File: src/rtl/calc_ray_pkg.sv
// Shared defaults, hysteresis state encoding and window-exponent helper for ray_window_stats.
package calc_ray_pkg;

  localparam int unsigned DEF_DATA_WIDTH = 8;
  localparam int unsigned DEF_MAX_LOG2   = 8;

  typedef enum logic {
    INSIDE  = 1'b0,
    OUTSIDE = 1'b1
  } hyst_state_e;

  // Limit a requested window exponent to the largest supported one.
  function automatic logic [3:0] clamp_k(input logic [3:0] k, input logic [3:0] k_max);
    return (k > k_max) ? k_max : k;
  endfunction

endpackage

File: src/rtl/ray_window_stats_if.sv
// Sample input, configuration and window-statistics output bundle.
interface ray_window_stats_if
  import calc_ray_pkg::*;
#(
  parameter int unsigned DATA_WIDTH = DEF_DATA_WIDTH,
  parameter int unsigned MAX_LOG2   = DEF_MAX_LOG2
);

  logic                  in_valid;
  logic [DATA_WIDTH-1:0] r;
  logic                  clear;
  logic [3:0]            window_log2;
  logic [DATA_WIDTH-1:0] thr_high;
  logic [DATA_WIDTH-1:0] thr_low;
  logic                  out_valid;
  logic [DATA_WIDTH-1:0] r_mean;
  logic [DATA_WIDTH-1:0] r_max;
  logic                  out_of_range;
  logic [MAX_LOG2:0]     fill_count;

  modport master (
    output in_valid, r, clear, window_log2, thr_high, thr_low,
    input  out_valid, r_mean, r_max, out_of_range, fill_count
  );

  modport slave (
    input  in_valid, r, clear, window_log2, thr_high, thr_low,
    output out_valid, r_mean, r_max, out_of_range, fill_count
  );

endinterface

File: src/rtl/ray_hysteresis.sv
// Two-state hysteresis on completed-window means; equality never transitions.
module ray_hysteresis
  import calc_ray_pkg::*;
#(
  parameter int unsigned DATA_WIDTH = DEF_DATA_WIDTH
) (
  input  logic                  clk,
  input  logic                  reset,
  input  logic                  update,
  input  logic [DATA_WIDTH-1:0] value,
  input  logic [DATA_WIDTH-1:0] thr_high,
  input  logic [DATA_WIDTH-1:0] thr_low,
  output logic                  out_of_range
);

  hyst_state_e state_q;

  // State and its registered flag advance only when a window completes.
  always_ff @(posedge clk or posedge reset) begin
    if (reset) begin
      state_q      <= INSIDE;
      out_of_range <= 1'b0;
    end else if (update) begin
      case (state_q)
        INSIDE: begin
          if (value > thr_high) begin
            state_q      <= OUTSIDE;
            out_of_range <= 1'b1;
          end
        end
        OUTSIDE: begin
          if (value < thr_low) begin
            state_q      <= INSIDE;
            out_of_range <= 1'b0;
          end
        end
        default: begin
          state_q      <= INSIDE;
          out_of_range <= 1'b0;
        end
      endcase
    end
  end

endmodule

File: src/rtl/ray_window_stats.sv
// Windowed mean/max of ray magnitudes over 2^k samples with hysteresis range flag.
module ray_window_stats
  import calc_ray_pkg::*;
#(
  parameter int unsigned DATA_WIDTH = DEF_DATA_WIDTH,
  parameter int unsigned MAX_LOG2   = DEF_MAX_LOG2
) (
  input  logic              clk,
  input  logic              reset,
  ray_window_stats_if.slave bus
);

  localparam int unsigned ACC_W = DATA_WIDTH + MAX_LOG2;
  localparam int unsigned CNT_W = MAX_LOG2 + 1;

  logic [ACC_W-1:0]      acc_q;
  logic [DATA_WIDTH-1:0] run_max_q;
  logic [CNT_W-1:0]      fill_q;
  logic [3:0]            k_q;
  logic                  out_valid_q;
  logic [DATA_WIDTH-1:0] mean_q;
  logic [DATA_WIDTH-1:0] max_q;

  logic [3:0]            k_c;
  logic                  accept_c;
  logic                  complete_c;
  logic [ACC_W-1:0]      sum_c;
  logic [DATA_WIDTH-1:0] max_c;
  logic [DATA_WIDTH-1:0] mean_c;
  logic [CNT_W-1:0]      fill_inc_c;
  logic [CNT_W-1:0]      win_len_c;

  // Window arithmetic; an empty window takes the live exponent, otherwise the latched one.
  always_comb begin
    k_c        = (fill_q == '0) ? clamp_k(bus.window_log2, 4'(MAX_LOG2)) : k_q;
    accept_c   = bus.in_valid & ~bus.clear;
    sum_c      = acc_q + ACC_W'(bus.r);
    max_c      = (bus.r > run_max_q) ? bus.r : run_max_q;
    fill_inc_c = fill_q + CNT_W'(1);
    win_len_c  = CNT_W'(1) << k_c;
    complete_c = accept_c && (fill_inc_c == win_len_c);
    mean_c     = DATA_WIDTH'(sum_c >> k_c);
  end

  // Accumulate samples, publish statistics on completion, restart on clear.
  always_ff @(posedge clk or posedge reset) begin
    if (reset) begin
      acc_q       <= '0;
      run_max_q   <= '0;
      fill_q      <= '0;
      k_q         <= '0;
      out_valid_q <= 1'b0;
      mean_q      <= '0;
      max_q       <= '0;
    end else begin
      out_valid_q <= 1'b0;
      if (bus.clear) begin
        acc_q     <= '0;
        run_max_q <= '0;
        fill_q    <= '0;
      end else if (bus.in_valid) begin
        if (complete_c) begin
          mean_q      <= mean_c;
          max_q       <= max_c;
          out_valid_q <= 1'b1;
          acc_q       <= '0;
          run_max_q   <= '0;
          fill_q      <= '0;
        end else begin
          acc_q     <= sum_c;
          run_max_q <= max_c;
          fill_q    <= fill_inc_c;
          if (fill_q == '0) k_q <= k_c;
        end
      end
    end
  end

  assign bus.out_valid  = out_valid_q;
  assign bus.r_mean     = mean_q;
  assign bus.r_max      = max_q;
  assign bus.fill_count = fill_q;

  ray_hysteresis #(.DATA_WIDTH(DATA_WIDTH)) u_hyst (
    .clk          (clk),
    .reset        (reset),
    .update       (complete_c),
    .value        (mean_c),
    .thr_high     (bus.thr_high),
    .thr_low      (bus.thr_low),
    .out_of_range (bus.out_of_range)
  );

endmodule

File: src/flat_wrapper.sv
// flat-port wrapper written by rule: the top's interface ports become plain ports
module ray_window_stats_flat import calc_ray_pkg::*;
#(
  parameter int unsigned DATA_WIDTH = DEF_DATA_WIDTH,
  parameter int unsigned MAX_LOG2   = DEF_MAX_LOG2
)
  (clk, reset, bus_in_valid, bus_r, bus_clear, bus_window_log2, bus_thr_high, bus_thr_low, bus_out_valid, bus_r_mean, bus_r_max, bus_out_of_range, bus_fill_count);
  ray_window_stats_if #(.DATA_WIDTH(DATA_WIDTH), .MAX_LOG2(MAX_LOG2)) bus_i ();
  input  logic clk;
  input  logic reset;
  input wire logic [$bits(bus_i.in_valid)-1:0] bus_in_valid;
  input wire logic [$bits(bus_i.r)-1:0] bus_r;
  input wire logic [$bits(bus_i.clear)-1:0] bus_clear;
  input wire logic [$bits(bus_i.window_log2)-1:0] bus_window_log2;
  input wire logic [$bits(bus_i.thr_high)-1:0] bus_thr_high;
  input wire logic [$bits(bus_i.thr_low)-1:0] bus_thr_low;
  output wire logic [$bits(bus_i.out_valid)-1:0] bus_out_valid;
  output wire logic [$bits(bus_i.r_mean)-1:0] bus_r_mean;
  output wire logic [$bits(bus_i.r_max)-1:0] bus_r_max;
  output wire logic [$bits(bus_i.out_of_range)-1:0] bus_out_of_range;
  output wire logic [$bits(bus_i.fill_count)-1:0] bus_fill_count;
  assign bus_i.in_valid = bus_in_valid;
  assign bus_i.r = bus_r;
  assign bus_i.clear = bus_clear;
  assign bus_i.window_log2 = bus_window_log2;
  assign bus_i.thr_high = bus_thr_high;
  assign bus_i.thr_low = bus_thr_low;
  assign bus_out_valid = bus_i.out_valid;
  assign bus_r_mean = bus_i.r_mean;
  assign bus_r_max = bus_i.r_max;
  assign bus_out_of_range = bus_i.out_of_range;
  assign bus_fill_count = bus_i.fill_count;
  ray_window_stats #(.DATA_WIDTH(DATA_WIDTH), .MAX_LOG2(MAX_LOG2)) u_core (.clk(clk), .reset(reset), .bus(bus_i));
endmodule
File: config.mk
export PLATFORM = sky130hd
export DESIGN_NAME = ray_window_stats_flat
export DESIGN_NICKNAME = d
export VERILOG_FILES = /design/src/rtl/calc_ray_pkg.sv /design/src/rtl/ray_window_stats_if.sv /design/src/rtl/ray_hysteresis.sv /design/src/rtl/ray_window_stats.sv /design/src/flat_wrapper.sv
export SDC_FILE = /design/constraint.sdc
export NUM_CORES = 1
export LEC_CHECK = 0
export CORE_ASPECT_RATIO = 0.8
export CORE_MARGIN = 1
export CORE_UTILIZATION = 58
export DETAILED_ROUTE_END_ITERATION = 10
export GPL_ROUTABILITY_DRIVEN = 0
export HOLD_SLACK_MARGIN = 0.12
export PLACE_DENSITY = 0.82
export SYNTH_ARGS = -nofsm -noshare
export SYNTH_HDL_FRONTEND = slang
export SYNTH_SLANG_ARGS = --single-unit
File: constraint.sdc
create_clock -name clk -period 5.3 [get_ports clk]
set_clock_uncertainty 0.15 [all_clocks]
set_input_delay 1.06 -clock clk [delete_from_list [all_inputs] [get_ports clk]]
set_output_delay 1.06 -clock clk [all_outputs]
set_load 0.05 [all_outputs]
Yosys cells after proc, flatten, opt, wreduce, memory -nomap -nowiden
Index checks and enable logic that the tools add are counted.
{"block": "op_classes", "multipliers": 0, "muxes": 21, "n_eq_ne": 3, "n_bitwise": 4, "n_reduce_logical": 6, "div_mod_pow": 0, "addsub": 2, "n_shift": 2, "n_lt_le_gt_ge": 4}
{"operator": "$mux W16", "n": 3}
{"operator": "$mux W8", "n": 4}
{"operator": "$mux W9", "n": 3}
{"operator": "$add A16 B8 Y16", "n": 1}
{"operator": "$gt A8 B8 Y1", "n": 2}
{"operator": "$shr A16 B4 Y8", "n": 1}
{"operator": "$add A9 B1 Y9 const B", "n": 1}
{"operator": "$eq A9 B9 Y1", "n": 1}
{"operator": "$logic_not A9 Y1", "n": 1}
{"operator": "$shl A1 B4 Y9 const A", "n": 1}
{"operator": "$lt A8 B8 Y1", "n": 1}
{"operator": "$mux W4", "n": 2}
{"operator": "$mux W1", "n": 7}
{"operator": "$reduce_and A3 Y1", "n": 2}
{"operator": "$gt A4 B4 Y1 const B", "n": 1}
{"operator": "$pmux W1 S2", "n": 2}
{"operator": "$reduce_and A4 Y1", "n": 1}
{"operator": "$not A1 Y1", "n": 3}
{"operator": "$ne A2 B1 Y1 const B", "n": 1}
{"operator": "$ne A2 B2 Y1 const B", "n": 1}
{"operator": "$reduce_bool A2 Y1", "n": 1}
{"operator": "$and A1 B1 Y1", "n": 1}
{"operator": "$logic_and A1 B1 Y1", "n": 1}
{"block": "word_totals", "elab_cells": 51, "ff_bits": 56, "n_memories": 0, "latchBits": 0, "out_inout_bits": 27, "mem_bits_ro": 0, "ram_bits": 0}

Longest topological paths before layout
{"block": "logic_depth", "word_depth": 9, "depth_mapped": 22, "depth_no_buf": 20}

By module
Synthesis repeated with hierarchy kept, for this count alone.
{"block": "unflattened", "hier_cells": 614, "area_unflattened_um2": 5190.0}
{"mod": "ray_window_stats", "cells_per_inst": 553, "area_per_inst_um2": 4703.3, "n_inst": 1}
{"mod": "ray_hysteresis", "cells_per_inst": 61, "area_per_inst_um2": 486.7, "n_inst": 1}

Least setup slack after synthesis
No wires, ideal clock.
{"block": "synth_path", "path_kind": "input -> register", "from": "input bus_r[0]", "to": "register u_core.u_hyst.out_of_range", "t_arrival_ns": 4.965, "setup_slack_ns": 0.045, "stages": 18, "required_ns": 5.011, "cell_sequence": "ha_1 -> inv_1 -> fa_1 -> nand2b_1 -> a21oi_1 -> o21ai_0 -> xnor2_1 -> mux4_2 -> a221oi_1 -> o21ai_0 -> ha_1 -> a21o_1 -> a21oi_1 -> nor2_1 -> a2111oi_0 -> nand4_1 -> a2111oi_2 -> a211oi_2"}
{"block": "synth_via", "elab_chain_cells": 5}
{"element": "start: declaration", "line_no": "flat_wrapper.sv:12", "source": "input wire logic [$bits(bus_i.r)-1:0] bus_r;"}
{"element": "$add A16 B8 Y16 *", "line_no": "ray_window_stats.sv:37", "source": "sum_c = acc_q + ACC_W'(bus.r);"}
{"element": "$shr A16 B4 Y8 *", "line_no": "ray_window_stats.sv:42", "source": "mean_c = DATA_WIDTH'(sum_c >> k_c);"}
{"element": "via u_core.mean_c[3]", "line_no": "ray_window_stats.sv:29", "source": "logic [DATA_WIDTH-1:0] mean_c;"}
{"element": "$gt A8 B8 Y1 / $lt A8 B8 Y1 (equally long branches)", "line_no": "ray_hysteresis.sv:26, ray_hysteresis.sv:32"}
{"element": "$ne A2 B2 Y1 (no source line) / $ne A2 B1 Y1 (equally long branches)"}
{"element": "$reduce_and A3 Y1 (no source line) *"}
{"element": "end signal: assignment", "line_no": "ray_hysteresis.sv:22", "source": "out_of_range <= 1'b0;"}
{"element": "end signal: assignment", "line_no": "ray_hysteresis.sv:28", "source": "out_of_range <= 1'b1;"}
{"element": "end signal: assignment", "line_no": "ray_hysteresis.sv:34", "source": "out_of_range <= 1'b0;"}
{"element": "end: declaration", "line_no": "ray_hysteresis.sv:13", "source": "output logic out_of_range"}
The timed path passes the listed nets; every way through them passes the cells marked *.
A chain may end at the register's enable or synchronous reset.

Worst setup path in the final report
{"block": "layout_path", "from": "input bus_r[1]", "to": "register u_core.u_hyst.out_of_range"}
Same word-level chain as after synthesis.

==> impl_results.md <==
* Startpoint types: primary input
* Placed Area at between 0.006 and 0.007 mm²
* Worst skew pair latency at ~330 ps
* Root buf cell: clkbuf_8
* Post-Syn Instances at 586
* Synthesized area at approximately 0.005 mm²
* Total clock buffers created by CTS at 5
* RR Endpoint: u_core.u_hyst.out_of_range
* Max cap viols at 0
* Fraction of layout cells with a size suffix above 1 at 23.4%
* Slew @ Worst Pin at approximately 1000 ps
* CP max-delay cell: mux4_2
* RSZ-0062 raised after global routing: false
* Detailed placement HPWL at ~12000 µm
* Initial Utilization at between 60% and 70%
* Min Tclk post-route at around 5000 ps
* Synth top cells by count: dfrtp_1 (56), nand2_1 (45), o21ai_0 (40)
* Vias at 5566
* DIE HEIGHT at approximately 85 µm
* Worst setup path startpoint: bus_r[1]
* Library cells used by synthesis at 76
* PortBufs at just under 60
* Critical R2R Launch: u_core.bus.fill_count[1]
* HP Class: flip-flop to flip-flop
* Total track usage at between 30 and 40%
* Core box area at ~0.0081 mm²
* Post-synth EDFFs at 0
* Antenna-violating nets left at 0
* Yosys top cell by area: dfrtp_1
* # DRC at 0
* Crit Path Class: primary input to flip-flop
* Synth top area share at ~28%
* Max Slew Vio Count at 0
* CP Cell Sequence: dlygate4sd2_1 > inv_1 > fa_1 > nand2b_4 > a21oi_2 > buf_4 > o311a_1 > nor2_1 > mux4_2 > a221oi_2 > o21ai_2 > ha_1 > a21o_1 > a21oi_1 > nor2_1 > a2111oi_2 > buf_4 > nand4_1 > a2111oi_4 > a211oi_2
* Critical path arrival at about 5200 ps
* Final setup TNS at 0 ps
* N_diodes at 0
* Worst hold margin at approximately 340 ps
* Endpoints failing setup at 0
* CP max FO at 4
* Cell Pwr Density at about 370 mW/mm²
* Clock H-tree levels at 2
* Vias per inst at ~6.8
* Die area at around 0.0090 mm²
* CP endpoint kind: flip-flop
* Synth area leaders: dfrtp_1 (28%), ha_1 (8.3%), o21ai_0 (4.0%), a21oi_1 (3.5%), mux2i_1 (3.4%)
* First-pass GRT wire length at 25700 µm
* Synth warn at 0
* Most numerous cell in the Yosys netlist: dfrtp_1
* Initial drt markers at slightly below 800
* Num rows at 29
* Net count after synthesis at between 600 and 700
* Ys async rst share at 100%
* Drt first pass iters at 5
* Result of the run: completed
* Vias in the first global route at around 5.3k
* Seq/Total Area, Yosys at around 28%
* Clock sinks at 56
* Design Area, Final at roughly 0.0066 mm²
* Top_reg_cell synth: dfrtp_1
* Initial antenna violation count at 0
* Final nets at 774
* Largest net degree at the start of global routing at 57
* WL final at roughly 17000 µm
* Fin util at 81.0%
* P_leak at a little under 3 nW
* DR WL/cell at 21.2 µm
* Max stage delay on crit path at ~480 ps
* Relative slew slack at between 30% and 40%
* CTS Hold Bufs at 0
* Synth Register Bits at 56
* Final Hold Vio Count at 0
* Largest vdd supply drop at 0.393 mV
* Die X at 106 µm
* Reg2reg setup slack at roughly 390 ps
* CTS tree: done
* Max Clk Rate at between 150 and 200 MHz
* CTS Buffer Depth at 2
* Req. time, crit path at 5350 ps
* Critical Path Sink: u_core.u_hyst.out_of_range
* CTS clk-pin slew, worst paths at 100 ps
* R2R cell count at 17
* I/O Pins at between 50 and 60
* Syn Area/Cell at between 8 and 9 µm²
* Grt total ovfl at 0
* Period Utilization, post-route at 96.4%
* Area growth, synth to finish at 31.6%
per-stage QoR:
stage / power [W] / std cells / setup slack [ps]
5_1_grt: 0.00252 / 817 / 18.5
4_1_cts: 0.00227 / 814 / 1.35
2_1_floorplan: 0.00149 / 586 / 45.1
6_report: 0.00241 / 817 / 193
3_5_place_dp: 0.00200 / 805 / -686
3_3_place_gp: 0.00196 / 805 / -496
kinds of logic after synthesis:
logic type,Yosys count,synth area share [%]
compound gates,199,27.6
mux,32,7.23
fa+ha+maj,34,8.65
flops,56,28.0
xor+xnor,18,3.15
buf+inv,74,6.28
simple gates,173,19.0
worst min path at each step:
| stage | start | endpoint | slack [ps] | cells past startpoint |
|---|---|---|---|---|
| global placement | u_core.bus.r_max[7] | u_core.bus.r_max[7] | 310 | 2 |
| finish | u_core.bus.r_max[7] | u_core.bus.r_max[7] | 340 | 2 |
| floorplan | u_core.acc_q[0] | u_core.acc_q[0] | 300 | 2 |
| CTS | u_core.bus.r_max[4] | u_core.bus.r_max[4] | 350 | 2 |
| global route | u_core.bus.r_max[4] | u_core.bus.r_max[4] | 360 | 2 |
| detailed placement | u_core.bus.r_max[4] | u_core.bus.r_max[4] | 320 | 2 |
worst max-delay path, delay by kind of cell:
family                     cells  cell delay (ps)
and+or+nand+nor                4              450
buffers and inverters          4              680
AOI/OAI and AO/OA              9             1720
muxes                          1              480
adders and majority gates      2              770
state kept, by name, summed over array words and instances (netlist names), 4 cells and up:
name                   flops
u_core.bus.r_mean          8
u_core.acc_q              16
u_core.bus.r_max           8
u_core.bus.fill_count      9
u_core.k_q                 4
u_core.run_max_q           8
layer usage:
layer,up-vias,GRT usage [%],part of all wire [%]
met5,-,0,0
met4,0,15.3,5.1
met3,113,9.83,13
met1,2575,48.7,39
met2,437,56.1,43
li1,2441,-,-
layout by cell type, fill, tap and decap left out, types with 5 or more instances in the layout:
cell / instances
o21ai_0: 35
o21ai_1: 5
o211ai_1: 12
o21a_1: 6
nand2_1: 45
xor2_1: 6
buf_4: 92
a21oi_1: 34
o22ai_1: 5
dfrtp_1: 56
mux2_2: 12
a22o_1: 19
nand3_1: 17
or2_2: 5
a211oi_1: 5
clkdlybuf4s50_1: 50
dlymetal6s2s_1: 6
nor2b_1: 7
nand2b_1: 12
a21o_1: 12
nor2_1: 25
inv_1: 36
nor3_1: 7
o31ai_1: 5
clkbuf_8: 6
xnor2_1: 10
ha_4: 6
nand4_1: 11
and2_1: 10
a31oi_1: 12
ha_1: 27
mux2i_1: 14
report_power, final:
part,internal (W),switching (W),leakage (nW)
Sequential,0.000518,0.0000924,0.747
Clock,0.000105,0.000147,0.0510
Combinational,0.000643,0.000904,2.18
Total,0.00127,0.00114,2.98
cell type report:
cell class | count | area, µm²
Multi-Input combinational cell | 456 | 3520
Fill cell | 514 | 1540
Sequential cell | 56 | 1400
Timing Repair Buffer | 151 | 1290
Inverter | 38 | 143
Tap cell | 108 | 135
Clock buffer | 6 | 82.6
Clock inverter | 2 | 10.0
repair_timing:
item | in CTS | in global routing
gates resized for setup | 13 | 42
endpoints found under the setup margin | 2 | 2
setup buffers | 1 | 3
pin swaps | 6 | 17
Note: power is estimated with default switching activity, not from simulation.
